$ cat src/rtl/seq_shift_unit.sv
// Multicycle SLL/SRL/SRA unit: one bit per clock under a start/busy/done handshake.
// Optional rotate-right on op=11 when SEQ_SHIFT_ROTATE_EN is defined.
module seq_shift_unit #(
   parameter int DATA_W = 32,
   parameter int AMT_W  = 32
) (
   input  logic              clk,
   input  logic              rst,
   input  logic              start,
   input  logic [1:0]        op,
   input  logic [DATA_W-1:0] data_in,
   input  logic [AMT_W-1:0]  amt_in,
   output logic              busy,
   output logic              done,
   output logic [DATA_W-1:0] result
);

   localparam int CNT_W = $clog2(DATA_W + 1);

   typedef enum logic [1:0] {IDLE, SHIFT, DONE} state_t;

   state_t            state;
   logic [DATA_W-1:0] work;
   logic [DATA_W-1:0] shifted;
   logic [1:0]        op_q;
   logic              sign_q;
   logic [CNT_W-1:0]  count;
   logic [CNT_W-1:0]  n_eff;

   // Amounts at or above DATA_W saturate; DATA_W single-bit steps give the saturated result.
   always_comb begin
      n_eff = '0;
      if (op == 2'b11) begin
`ifdef SEQ_SHIFT_ROTATE_EN
         n_eff = CNT_W'(amt_in % AMT_W'(DATA_W));
`else
         n_eff = '0;
`endif
      end else if (amt_in >= AMT_W'(DATA_W)) begin
         n_eff = CNT_W'(DATA_W);
      end else begin
         n_eff = amt_in[CNT_W-1:0];
      end
   end

   always_comb begin
      shifted = work;
      case (op_q)
         2'b00:   shifted = {work[DATA_W-2:0], 1'b0};
         2'b01:   shifted = {1'b0, work[DATA_W-1:1]};
         2'b10:   shifted = {sign_q, work[DATA_W-1:1]};
`ifdef SEQ_SHIFT_ROTATE_EN
         2'b11:   shifted = {work[0], work[DATA_W-1:1]};
`endif
         default: shifted = work;
      endcase
   end

   always_ff @(posedge clk or posedge rst) begin
      if (rst) begin
         state  <= IDLE;
         work   <= '0;
         op_q   <= '0;
         sign_q <= 1'b0;
         count  <= '0;
         busy   <= 1'b0;
         done   <= 1'b0;
         result <= '0;
      end else begin
         case (state)
            IDLE: begin
               if (start) begin
                  work   <= data_in;
                  op_q   <= op;
                  sign_q <= data_in[DATA_W-1];
                  count  <= n_eff;
                  busy   <= 1'b1;
                  if (n_eff == '0) begin
                     state  <= DONE;
                     done   <= 1'b1;
                     result <= data_in;
                  end else begin
                     state <= SHIFT;
                  end
               end
            end
            SHIFT: begin
               work  <= shifted;
               count <= count - CNT_W'(1);
               // Last step: publish the final value together with the done pulse.
               if (count == CNT_W'(1)) begin
                  state  <= DONE;
                  done   <= 1'b1;
                  result <= shifted;
               end
            end
            DONE: begin
               state <= IDLE;
               done  <= 1'b0;
               busy  <= 1'b0;
            end
            default: begin
               state <= IDLE;
               done  <= 1'b0;
               busy  <= 1'b0;
            end
         endcase
      end
   end

endmodule
$ cat config.mk
export PLATFORM = sky130hd
export DESIGN_NAME = seq_shift_unit
export DESIGN_NICKNAME = d
export VERILOG_FILES = /design/src/rtl/seq_shift_unit.sv
export SDC_FILE = /design/constraint.sdc
export NUM_CORES = 1
export LEC_CHECK = 0
export CORE_UTILIZATION = 29
export CTS_CLUSTER_SIZE = 30
export DETAILED_ROUTE_END_ITERATION = 16
export GPL_TIMING_DRIVEN = 0
export PLACE_DENSITY = 0.56
export SYNTH_ARGS = -nofsm -noshare
export SYNTH_HDL_FRONTEND = slang
export SYNTH_SLANG_ARGS = --single-unit
$ cat constraint.sdc
create_clock -name clk -period 2.25 [get_ports clk]
set_input_delay 0.45 -clock clk [delete_from_list [all_inputs] [get_ports clk]]
set_output_delay 0.45 -clock clk [all_outputs]
set_load 0.01 [all_outputs]
# == Yosys cells after proc, flatten, opt, wreduce, memory -nomap -nowiden ==
# Cells that the tools add are included.
# totals
ff_bits,77
output_inout_bits,34
# classes
n_addsub,1
order_cmp,1
eq_ne,8
mux,21
bitwise_logic,1
reduce_logical,10
# op_table
cell,n
two-way mux 32 bit,4
case mux 32 bit (2 select lines),2
case mux 32 bit (3 select lines),1
greater-or-equal comparator 32 x 6 -> 1 bit (second input constant),1
two-way mux 6 bit,3
case mux 6 bit (2 select lines),1
AND reduction 2 bit,4
equality test 6 x 1 -> 1 bit (second input constant),1
logical NOT 6 bit,1
two-way mux 2 bit,3
inequality test 2 bit (second input constant),3
subtractor 6 x 1 -> 6 bit (second input constant),1
equality test 2 x 1 -> 1 bit (second input constant),2
equality test 2 bit (second input constant),2
logical NOT 2 bit,2
two-way mux 1 bit,4
case mux 1 bit (2 select lines),2
case mux 2 bit (2 select lines),1
AND reduction 4 bit,1
AND reduction 3 bit,1
nonzero test 2 bit,1
inverter 1 bit,1

# == Longest topological paths before layout ==
# Gate-level depths: netlist of run 1.
# depth
ltp_word,7
mapped_depth,7
ltp_nobuf,6

# == Worst setup path after synthesis of run 1 ==
# No wires, ideal clock.
# synth_timing
path_type,in2reg
start,input port amt_in[1]
end,register result[0]
setup_ns,0.125
arrival_time_ns,1.741
required_time_ns,2.125
path_slack_ns,0.384
path_stages,5
path_buffers,1
cell_sequence,or4_1 > nor2_2 > a31oi_4 > buf_6 > mux2_4
# synth_between
elab_chain_cells,6
# synth_lines
element,line,source
from (decl),12,"input logic [AMT_W-1:0] amt_in,"
greater-or-equal comparator 32 x 6 -> 1 bit,39,end else if (amt_in >= AMT_W'(DATA_W)) begin
two-way mux 6 bit (*),39,
two-way mux 6 bit (*),33,if (op == 2'b11) begin
logical NOT 6 bit (*),78,if (n_eff == '0) begin
inequality test 2 bit (no source line) (*),--,
AND reduction 4 bit (no source line) (*),--,
to (signal assigned),81,result <= data_in;
to (signal assigned),94,result <= shifted;
to (decl),15,output logic [DATA_W-1:0] result
# Every way passes the cells marked *; elsewhere a longest branch is shown, timed or not.
# A chain may end at the register's enable or synchronous reset.

# == Final worst setup path of run 1 ==
# layout_timing
start,input port start
end,register work[4]
# layout_between
elab_chain_cells,2
# layout_lines
element,line,source
from (decl),9,"input logic start,"
inequality test 2 bit (no source line),--,
AND reduction 2 bit (no source line),--,
to (signal assigned),73,work <= data_in;
to (signal assigned),88,work <= shifted;
to (decl),23,logic [DATA_W-1:0] work;
# Every way passes these cells.

==> impl_results.md, run 1 <==
- Run status: finished clean
- Hold WC Path Type: flop to flop
- H-tree levels: 3
- RSZ-0062 raised after global routing: false
- Final setup violation count: 0
- Chip width: 124 um
- Critical path required time: between 2 and 2.5 ns
- 1st-iter DRT viols: approximately 190
- Bufs on Longest Clock Path: 2
- Commonest non-fill, non-tap cell in the layout: clkdlybuf4s50_1
- GP Congestion: 0.732
- Post-layout util: 0.405
- Largest net degree at the start of global routing: 30
- WHS Path Cells: 2
- Grt total ovfl: 0
- Core box area: roughly 15,000 um2
- Initial antenna violation count: 0
- Setup bufs post-CTS: 0
- Setup Skew: a little under 0.005 ns
- Critical path launch point type: primary input
- Vias in the first global route: around 3,700
- R2r setup slk: about 0.18 ns
- Hold Path Sink: sign_q
- Post-Route WL: between 10 and 15 mm
- Crit. End Element: flop
- Total Routing Usage GR: 0.159
- Ys flop type: dfrtp_1
- # clock sinks: 77
- Peak Freq: about 0.48 GHz
- Ports: just over 100
- Max FO, Critical Path: 10
- First-pass GRT wire length: about 19 mm
- Fill cell count: about 1,400
- Cell row count: 44
- Kind of critical path: primary input to flop
- Sequential fraction of the synthesis area: 0.448
- Placed Cells: 695
- Largest area contributor in the netlist: dfrtp_1
- Area delta synth->final: 36.6%
- Yosys top cell area share: 0.448
- Most frequent cells in the layout: clkdlybuf4s50_1 (102), mux2i_1 (79), dfrtp_1 (77)
- FF-to-FF End: work[4]
- Die ar.: 15,300 um2
- Min-delay src: sign_q
- CTS resizes: 0
- TritonCTS clock tree: yes
- Final setup margin: about 0.16 ns
- Synth cell types: 40
- Final Hold Viols: 0
- Hpwl dp: 8.31 mm
- Reg2reg path depth: 6
- DR WL/cell: 15.9 um
- Routed vias/inst: 4.98
- Starting density of the core: 0.296
- Static leakage: approximately 0.0026 uW
- Num CTS Buffers: 9
- Multi-input logic area: roughly 2200 um2
- Synthesized netlist cell count: approximately 410
- Yosys reg bits: just under 80
- Asr flop ratio synth: 1.00
- Fin cells: 710
- IO Port Bufs: around 100
- Synth Cell Area: 4300 um2
- Crit path time final: around 2.1 ns
- Clock latency on the worst-skew pair: roughly 0.33 ns
- Pre-CTS setup slack: -0.254 ns
- Share of layout cells above drive strength 1: 0.127
- P per Cell Area: 1500 nW/um2
- RR Startpoint: state[1]
- Post-synth EDFFs: 0
- CTS hold repair buffers: 0
- Die Ht: roughly 120 um
- Critical Path AT: about 2.3 ns
- Vias post-DR: 3,535
- Slew margin rel.: 0.474
- Net count, final: 593
- CTS root buffer: clkbuf_16
- Post-DRT Antenna Nets: 0
- Max Cap Viol: 0
- Initial DRT Pass Iterations: 4
- Worst IR drop on VDD: about 0.00057 V
- Avg Cell Area, Syn: roughly 11 um2
- Storage cell area: 1930 um2
- DRC viols: 0
- Slew Limit Fails: 0
- Antenna fix cells: 0
- Syn_nets: roughly 480
- Slew at the pin closest to its max-slew limit: 0.788 ns
- Final worst-path cycle share: 0.931
- Clock edge transition at the registers on the reported setup and hold paths: 0.06 ns
- Most area-consuming cells after synthesis: dfrtp_1 (45%), mux2i_1 (18%), o21ai_0 (5.2%)
- Synthesis Warnings: 0
==> layer usage <==
metal	track usage	wire length [um]	vias up
met5	0	0	-
met3	0.0398	543	17
li1	-	-	1723
met1	0.203	5220	1729
met4	0.0520	165	0
met2	0.263	5390	66
==> metrics by stage <==
stage | total power [uW] | hold WS, ns | instance area [um2] | TNS (ns)
floorplan | 5830 | 0.442 | 4310 | 0
global placement | 7360 | 0.466 | 5560 | -14.74
detailed placement | 7490 | 0.471 | 5600 | -7.78
CTS | 8920 | 0.486 | 5880 | 0
global route | 9520 | 0.513 | 5880 | 0
finish | 8810 | 0.484 | 5880 | 0
==> cell usage after synthesis (2+ instances only) <==
master / number
mux2i_1: 79
nor4_1: 7
clkbuf_1: 9
or4_1: 2
a21oi_1: 5
nor3_1: 3
a21o_1: 2
nor2_1: 19
buf_4: 2
dfrtp_1: 77
nand2_1: 35
mux2_2: 18
ha_1: 2
buf_2: 14
inv_1: 24
mux2_4: 10
a221oi_1: 12
and2_1: 2
nand3_1: 3
a22oi_1: 18
o21ai_0: 45
==> layout make-up <==
type                    instances  share of cell area
multi-input cells             280               0.367
flip-flops and latches         77               0.328
repair buffers                104               0.180
clock buffers                  14              0.0466
well taps                     184              0.0391
plain buffers                  26              0.0221
inverters                      24              0.0160
clock inverters                 1            0.000851
==> kinds of logic (layout without fill, tap and decap cells) <==
| kind of cell | after synthesis | after routing | synth area share |
|---|---|---|---|
| compound gates | 91 | 91 | 0.141 |
| xor+xnor | 1 | 1 | 0.00204 |
| fa+ha+maj | 2 | 2 | 0.00581 |
| buf+inv | 50 | 169 | 0.0512 |
| flops | 77 | 77 | 0.448 |
| mux | 107 | 107 | 0.266 |
| simple gates | 79 | 79 | 0.0866 |
==> worst max-delay path, cell delays in order <==
cell,delay (ns)
clkdlybuf4s50_1,0.41
and2_1,0.14
buf_2,0.17
nor2_1,0.41
buf_2,0.36
mux2_2,0.37
==> state kept, by name, indices dropped and copies added, names as in the netlist <==
register and flops:
busy 1, count 6, done 1, op_q 2, result 32, sign_q 1
state 2, work 32
==> how the worst max path moves through the flow <==
stage               startpoint         to  cells after the start
floorplan            amt_in[1]  result[0]                      5
global placement    amt_in[18]  result[1]                      7
detailed placement  amt_in[18]  result[1]                      7
CTS                 amt_in[18]  result[0]                      7
global route        amt_in[18]  result[3]                      7
finish                   start    work[4]                      6
==> report_power, final <==
group	internal (uW)	switching (uW)	leakage [uW]	total, uW
clock	830	538	0.000139	1370
sequential	2120	652	0.000900	2770
combinational	2370	2300	0.00158	4670
total	5320	3490	0.00262	8810
Note: power is estimated with default switching activity, not from simulation.
==> inputs of run 2 (changes only) <==
--- a/config.mk
+++ b/config.mk
@@ -5,11 +5,12 @@
 export SDC_FILE = /design/constraint.sdc
 export NUM_CORES = 1
 export LEC_CHECK = 0
+export ABC_AREA = 1
 export CORE_UTILIZATION = 29
 export CTS_CLUSTER_SIZE = 30
 export DETAILED_ROUTE_END_ITERATION = 16
 export GPL_TIMING_DRIVEN = 0
-export PLACE_DENSITY = 0.56
+export PLACE_DENSITY = 0.57
 export SYNTH_ARGS = -nofsm -noshare
 export SYNTH_HDL_FRONTEND = slang
 export SYNTH_SLANG_ARGS = --single-unit
==> run 2 against run 1 <==
Compared with the run above: synthesized cell count grew 34%; area after synthesis shrank 4.2%; count of clock-buffer cells in the layout shrank 3; critical endpoint is now result[1]; global-route usage grew 2.9 points.
==> impl_results.md, run 2 <==
- FF-to-FF End: result[1]
- DRC viols: 0 (unchanged)
- Most area-consuming cells after synthesis: dfrtp_1 (47%), nand2_1 (16%), nand3_1 (4.7%)
- Die Ht: 121 um (-2.1%)
- CTS resizes: 0 (unchanged)
- First-pass GRT wire length: 21.0 mm (+12%)
- Core box area: 13,900 um2 (-4.5%)
- Routed vias/inst: 4.90 (-1.6%)
- H-tree levels: 3 (unchanged)
- RSZ-0062 raised after global routing: false
- Clock edge transition at the registers on the reported setup and hold paths: 0.06 ns (about the same)
- Post-Route WL: 13.1 mm (+15%)
- Die ar.: 14,700 um2 (-4.1%)
- Initial antenna violation count: 0 (unchanged)
- DR WL/cell: 15.5 um (-2.9%)
- Setup bufs post-CTS: 0 (unchanged)
- Slew at the pin closest to its max-slew limit: 0.887 ns (+0.0982 ns)
- Synth cell types: 31 (-23%)
- Critical path required time: 2.52 ns (+0.05 ns)
- Critical path launch point type: flop
- Reg2reg path depth: 8 (+2)
- Ys flop type: dfrtp_1
- Final Hold Viols: 0 (unchanged)
- Cell row count: 43 (-2.3%)
- Initial DRT Pass Iterations: 5 (+1)
- P per Cell Area: 1590 nW/um2 (+6.1%)
- Pre-CTS setup slack: -0.116 ns (+0.138 ns)
- Critical Path Sink: result[1]
- Vias in the first global route: 4,156 (+13%)
- Starting density of the core: 0.297 (+0.000864)
- Max FO, Critical Path: 10 (unchanged)
- Regs by FF count: result: 32 flops, work: 32 flops, count: 6 flops
- Worst IR drop on VDD: 0.000592 V (+4.4%)
- Syn_nets: 617 (+29%)
- Chip width: 121 um (-2.1%)
- Final worst-path cycle share: 0.922 (-0.00891)
- Synth Cell Area: 4120 um2 (-4.2%)
- Clock latency on the worst-skew pair: 0.33 ns (about the same)
- Crit. End Element: flop
- RR Startpoint: op_q[0]
- Max Cap Viol: 0 (unchanged)
- Ports: 103 (unchanged)
- Num CTS Buffers: 9 (unchanged)
- Total Routing Usage GR: 0.188 (+0.0287)
- Net count, final: 731 (+23%)
- Post-DRT Antenna Nets: 0 (unchanged)
- CTS hold repair buffers: 0 (unchanged)
- Hold WC Path Type: flop to flop
- Vias post-DR: 4,137 (+17%)
- Slew Limit Fails: 0 (unchanged)
- Hpwl dp: 9.33 mm (+12%)
- Kind of critical path: flop to flop
- Share of layout cells above drive strength 1: 0.0723 (-0.0551)
- Setup crit start: op_q[0]
- Largest area contributor in the netlist: dfrtp_1
- Fin Setup TNS: 0 ns (unchanged)
- Antenna fix cells: 0 (unchanged)
- Static leakage: 0.00265 uW (+1.2%)
- 1st-iter DRT viols: 332 (+76%)
- Setup Skew: 0.00545 ns (+0.000547 ns)
- Final setup violation count: 0 (unchanged)
- Crit path time final: 2.07 ns (-0.0200 ns)
- Synthesized netlist cell count: 546 (+34%)
- Synth cell count leaders: nand2_1 (179), dfrtp_1 (77), inv_1 (42)
- Run status: finished clean
- Asr flop ratio synth: 1.00 (unchanged)
- Final setup margin: 0.176 ns (+0.0200 ns)
- IO Port Bufs: 102 (unchanged)
- TritonCTS clock tree: yes
- Grt total ovfl: 0 (unchanged)
- Critical Path AT: 2.35 ns (+0.04 ns)
- CTS root buffer: clkbuf_16
- Avg Cell Area, Syn: 7.55 um2 (-29%)
- R2r setup slk: 0.18 ns (about the same)
- Largest net degree at the start of global routing: 40 (+33%)
- Area delta synth->final: 38.1%
- Post-synth EDFFs: 0 (unchanged)
- Placed Cells: 829 (+19%)
- Peak Freq: 0.482 GHz (+0.97%)
- # clock sinks: 77 (unchanged)
- Sequential fraction of the synthesis area: 0.467 (+0.0197)
- Slew margin rel.: 0.408 (-0.0667)
- Fin cells: 844 (+19%)
- Bufs on Longest Clock Path: 2 (unchanged)
- Hold_ws: 0.468 ns (-0.0163 ns)
- Yosys reg bits: 77 (unchanged)
- Commonest non-fill, non-tap cell in the layout: nand2_1
- GP Congestion: 0.859 (+17%)
- Synthesis Warnings: 0 (unchanged)
- Most common cell in the netlist: nand2_1
- Yosys top cell area share: 0.467 (+0.0197)
- Most frequent cells in the layout: nand2_1 (179), clkdlybuf4s50_1 (102), dfrtp_1 (77)
==> run 2: changes by cell type after synthesis, moves of 17 or more <==
cell | before | now
mux2_2 | 18 | 0
a22oi_1 | 18 | 1
nand3_1 | 3 | 39
nor2_1 | 19 | 41
nand2_1 | 35 | 179
mux2i_1 | 79 | 0
a21oi_1 | 5 | 32
inv_1 | 24 | 42
==> run 2: kinds of logic after synthesis <==
kind of cell	synth area share
AND/OR/NAND/NOR	0.269
AO/OA/AOI/OAI	0.170
buffers and inverters	0.0859
flip-flops	0.467
adder cells (fa/ha/maj)	0.00607
XOR/XNOR	0.00212
==> run 2: worst min path at each step <==
| stage | startpoint | endpoint | slack [ns] | cells after the start |
|---|---|---|---|---|
| 3_5_place_dp | result[9] | result[9] | 0.46 | 2 |
| 2_1_floorplan | sign_q | sign_q | 0.45 | 2 |
| 5_1_grt | result[2] | result[2] | 0.49 | 2 |
| 6_report | result[12] | result[12] | 0.47 | 2 |
| 4_1_cts | result[14] | result[14] | 0.47 | 2 |
| 3_3_place_gp | result[10] | result[10] | 0.46 | 2 |
==> run 2: critical path, stage by stage (launching register included) <==
cell and delay [ns]:
dfrtp_1 0.41, nand2_2 0.20, nand2_1 0.28, inv_1 0.27, buf_2 0.31, nand2_1 0.08, a21oi_1 0.23, nand3_1 0.14
nand2_1 0.09
==> run 2: area by class of cell <==
class                   count  area (um2)
flip-flops and latches     77        1930
fillers                  1448        8190
inverters                  47         180
plain buffers              31         178
repair buffers            103        1040
clock inverters             4        47.5
multi-input cells         391        1840
well taps                 180         225
clock buffers              11         253
==> run 2: where the power goes <==
part           total, uW  internal [uW]  switching, uW
clock network       1460            909            548
logic               5030           1930           3110
registers           2560           2100            460
total               9050           4930           4120
==> run 2: through the flow <==
step,total power (uW),cell area (um2),utilization
final,9050,5690,0.410
after global routing,9800,5690,0.410
after CTS,9060,5690,0.410
after detailed placement,7550,5390,0.388
after global placement,7470,5370,0.387
after floorplan,5690,4130,-
==> run 2: routing by layer <==
metal | vias to the layer above | global-route usage | wire, um
li1 | 2026 | - | -
met1 | 1921 | 0.251 | 5890
met2 | 167 | 0.300 | 6060
met3 | 23 | 0.0423 | 859
met4 | 0 | 0.0625 | 240
met5 | - | 0 | 0
==> inputs of run 3 (changes only) <==
==> constraint.sdc (replaced) <==
create_clock -name clk -period 1.8 [get_ports clk]
set_input_delay 0.27 -clock clk [delete_from_list [all_inputs] [get_ports clk]]
set_output_delay 0.27 -clock clk [all_outputs]
set_load 0.01 [all_outputs]
==> run 3 against run 2 <==
Compared with the run above: die area stayed put; non-clock buffer count is 9 higher; clock skew hardly changed; utilization is 3.0 points higher; setup slack worse by 0.094 ns; design area is 7.3% higher; largest cell class is now multi-input combinational cells; combinational power is 39% higher; critical path type unchanged; register-to-register slack worse by 0.09 ns.
==> impl_results.md, run 3 (same netlist as run 2, synthesis figures left out) <==
- CTS root buffer: clkbuf_16
- Core box area: 13,900 um2 (unchanged)
- Max FO, Critical Path: 10 (unchanged)
- Critical path launch point type: flop
- Critical path required time: 2.07 ns (-0.45 ns)
- Antenna fix cells: 0 (unchanged)
- R2r setup slk: 0.08 ns (-0.09 ns)
- Area delta synth->final: 48.2%
- Placed instance area: 5390 um2 (unchanged)
- IO Port Bufs: 102 (unchanged)
- Final worst-path cycle share: 0.955 (+0.0327)
- Hold WC Path Type: primary input to flop
- Most frequent cells in the layout: nand2_1 (168), dfrtp_1 (77), clkdlybuf4s50_1 (75)
- Crit path time final: 1.72 ns (-0.356 ns)
- Bufs on Longest Clock Path: 2 (unchanged)
- Hold Path Sink: op_q[0]
- Initial antenna violation count: 0 (unchanged)
- TritonCTS clock tree: yes
- Post-DRT Antenna Nets: 0 (unchanged)
- Post-route cell area: 6110 um2 (+7.3%)
- Slowest stage delay, CP: 0.42 ns (about the same)
- Run status: finished clean
- FF-to-FF End: result[27]
- Fin Setup TNS: 0 ns (unchanged)
- Regs by FF count: result: 32 flops, work: 32 flops, count: 6 flops
- Setup Skew: 0.00575 ns (+0.000296 ns)
- Crit. End Element: flop
- Die Ht: 121 um (unchanged)
- Commonest non-fill, non-tap cell in the layout: nand2_1
- Clock edge transition at the registers on the reported setup and hold paths: 0.06 ns (about the same)
- P per Cell Area: 1980 nW/um2 (+24%)
- Reg2reg path depth: 6 (-2)
- Die ar.: 14,700 um2 (unchanged)
- Final Hold Viols: 0 (unchanged)
- Post-layout util: 0.440 (+0.0300)
- Grt total ovfl: 0 (unchanged)
- Hpwl dp: 9.33 mm (unchanged)
- Slew at the pin closest to its max-slew limit: 0.875 ns (-0.0122 ns)
- H-tree levels: 3 (unchanged)
- Critical path cell sequence: or2_1, buf_2, clkbuf_2, o21ai_1, nand3_1, nand2_1
- Largest net degree at the start of global routing: 40 (unchanged)
- DR WL/cell: 16.2 um (+4.5%)
- Kind of critical path: flop to flop
- DRC viols: 0 (unchanged)
- Slew margin rel.: 0.416 (+0.00814)
- RSZ-0062 raised after global routing: true
- Max Cap Viol: 0 (unchanged)
- Worst IR drop on VDD: 0.000800 V (+35%)
- # clock sinks: 77 (unchanged)
- Share of layout cells above drive strength 1: 0.141 (+0.0687)
- Ports: 103 (unchanged)
- Routed vias/inst: 4.97 (+1.3%)
- GP Congestion: 0.859 (unchanged)
- Slew Limit Fails: 0 (unchanged)
- CTS hold repair buffers: 0 (unchanged)
- Starting density of the core: 0.297 (unchanged)
- Critical Path AT: 1.99 ns (-0.36 ns)
- Vias in the first global route: 4,180 (+0.58%)
- CP max-delay cell: dfrtp_1
- Num CTS Buffers: 9 (unchanged)
- Vias post-DR: 4,241 (+2.5%)
- Net count, final: 741 (+1.4%)
- Initial DRT Pass Iterations: 5 (unchanged)
- Peak Freq: 0.582 GHz (+21%)
- Cell row count: 43 (unchanged)
- Final setup violation count: 0 (unchanged)
- Total Routing Usage GR: 0.189 (+0.000913)
- Chip width: 121 um (unchanged)
- WHS Path Cells: 3 (+1)
- Post-Route WL: 13.8 mm (+5.7%)
- Min-delay src: op[0]
- Static leakage: 0.00307 uW (+16%)
- First-pass GRT wire length: 21.1 mm (+0.59%)
- 1st-iter DRT viols: 347 (+4.5%)
- RR Startpoint: state[1]
- Clock latency on the worst-skew pair: 0.33 ns (about the same)
run 3: cell type report:
cell class                 count  area (um2)
buffer                        31         236
clock buffer                  11         253
clock inverter                 4        47.5
fill                        1419        7770
inverter                      47         186
multi-input combinational    392        1990
sequential                    77        1930
tap                          180         225
timing repair buffer         112        1240
run 3: repair_timing:
action / in CTS / in global routing
pin swaps: 2 / 33
setup buffers: 1 / 5
hold endpoints to repair: 0 / 0
gates cloned: 0 / 4
resized for setup: 15 / 82
setup endpoints to repair: 58 / 69
run 3: worst max path at each step:
stage                          start    endpoint  slack (ns)  cells past startpoint
after floorplan              op_q[1]  result[13]        0.27                      9
after global placement    amt_in[13]   result[2]       -0.36                     14
after detailed placement  amt_in[14]   result[3]       -0.39                     14
after CTS                 amt_in[21]   result[3]      0.0002                     14
after global routing        state[1]     work[9]       -0.02                      7
final                       state[1]  result[27]        0.08                      6
run 3: power by group:
part | switching [uW] | internal (uW)
Combinational | 4130 | 2860
Clock | 688 | 1140
Sequential | 646 | 2620
Total | 5460 | 6620
run 3: critical path: cells and delay by family (launching register included):
kind,cells,cell delay (ns)
simple gates,3,0.46
flops,1,0.42
buf+inv,2,0.47
compound gates,1,0.30
run 3: metal layers:
metal	wire length (um)	global-route usage	vias up
met4	332	0.0556	0
met2	6460	0.305	163
met5	0	0	-
met1	6070	0.252	1998
li1	-	-	2048
met3	933	0.0423	32
run 3: metrics by stage:
stage | setup WS [ns] | std cells | power [uW] | hold slack [ns]
final | 0.0815 | 854 | 12100 | 0.206
after detailed placement | -0.386 | 829 | 9430 | 0.460
after floorplan | 0.269 | 546 | 7110 | 0.380
after global placement | -0.358 | 828 | 9340 | 0.457
after global routing | -0.0214 | 854 | 13000 | 0.243
after CTS | 0.000221 | 845 | 11400 | 0.475
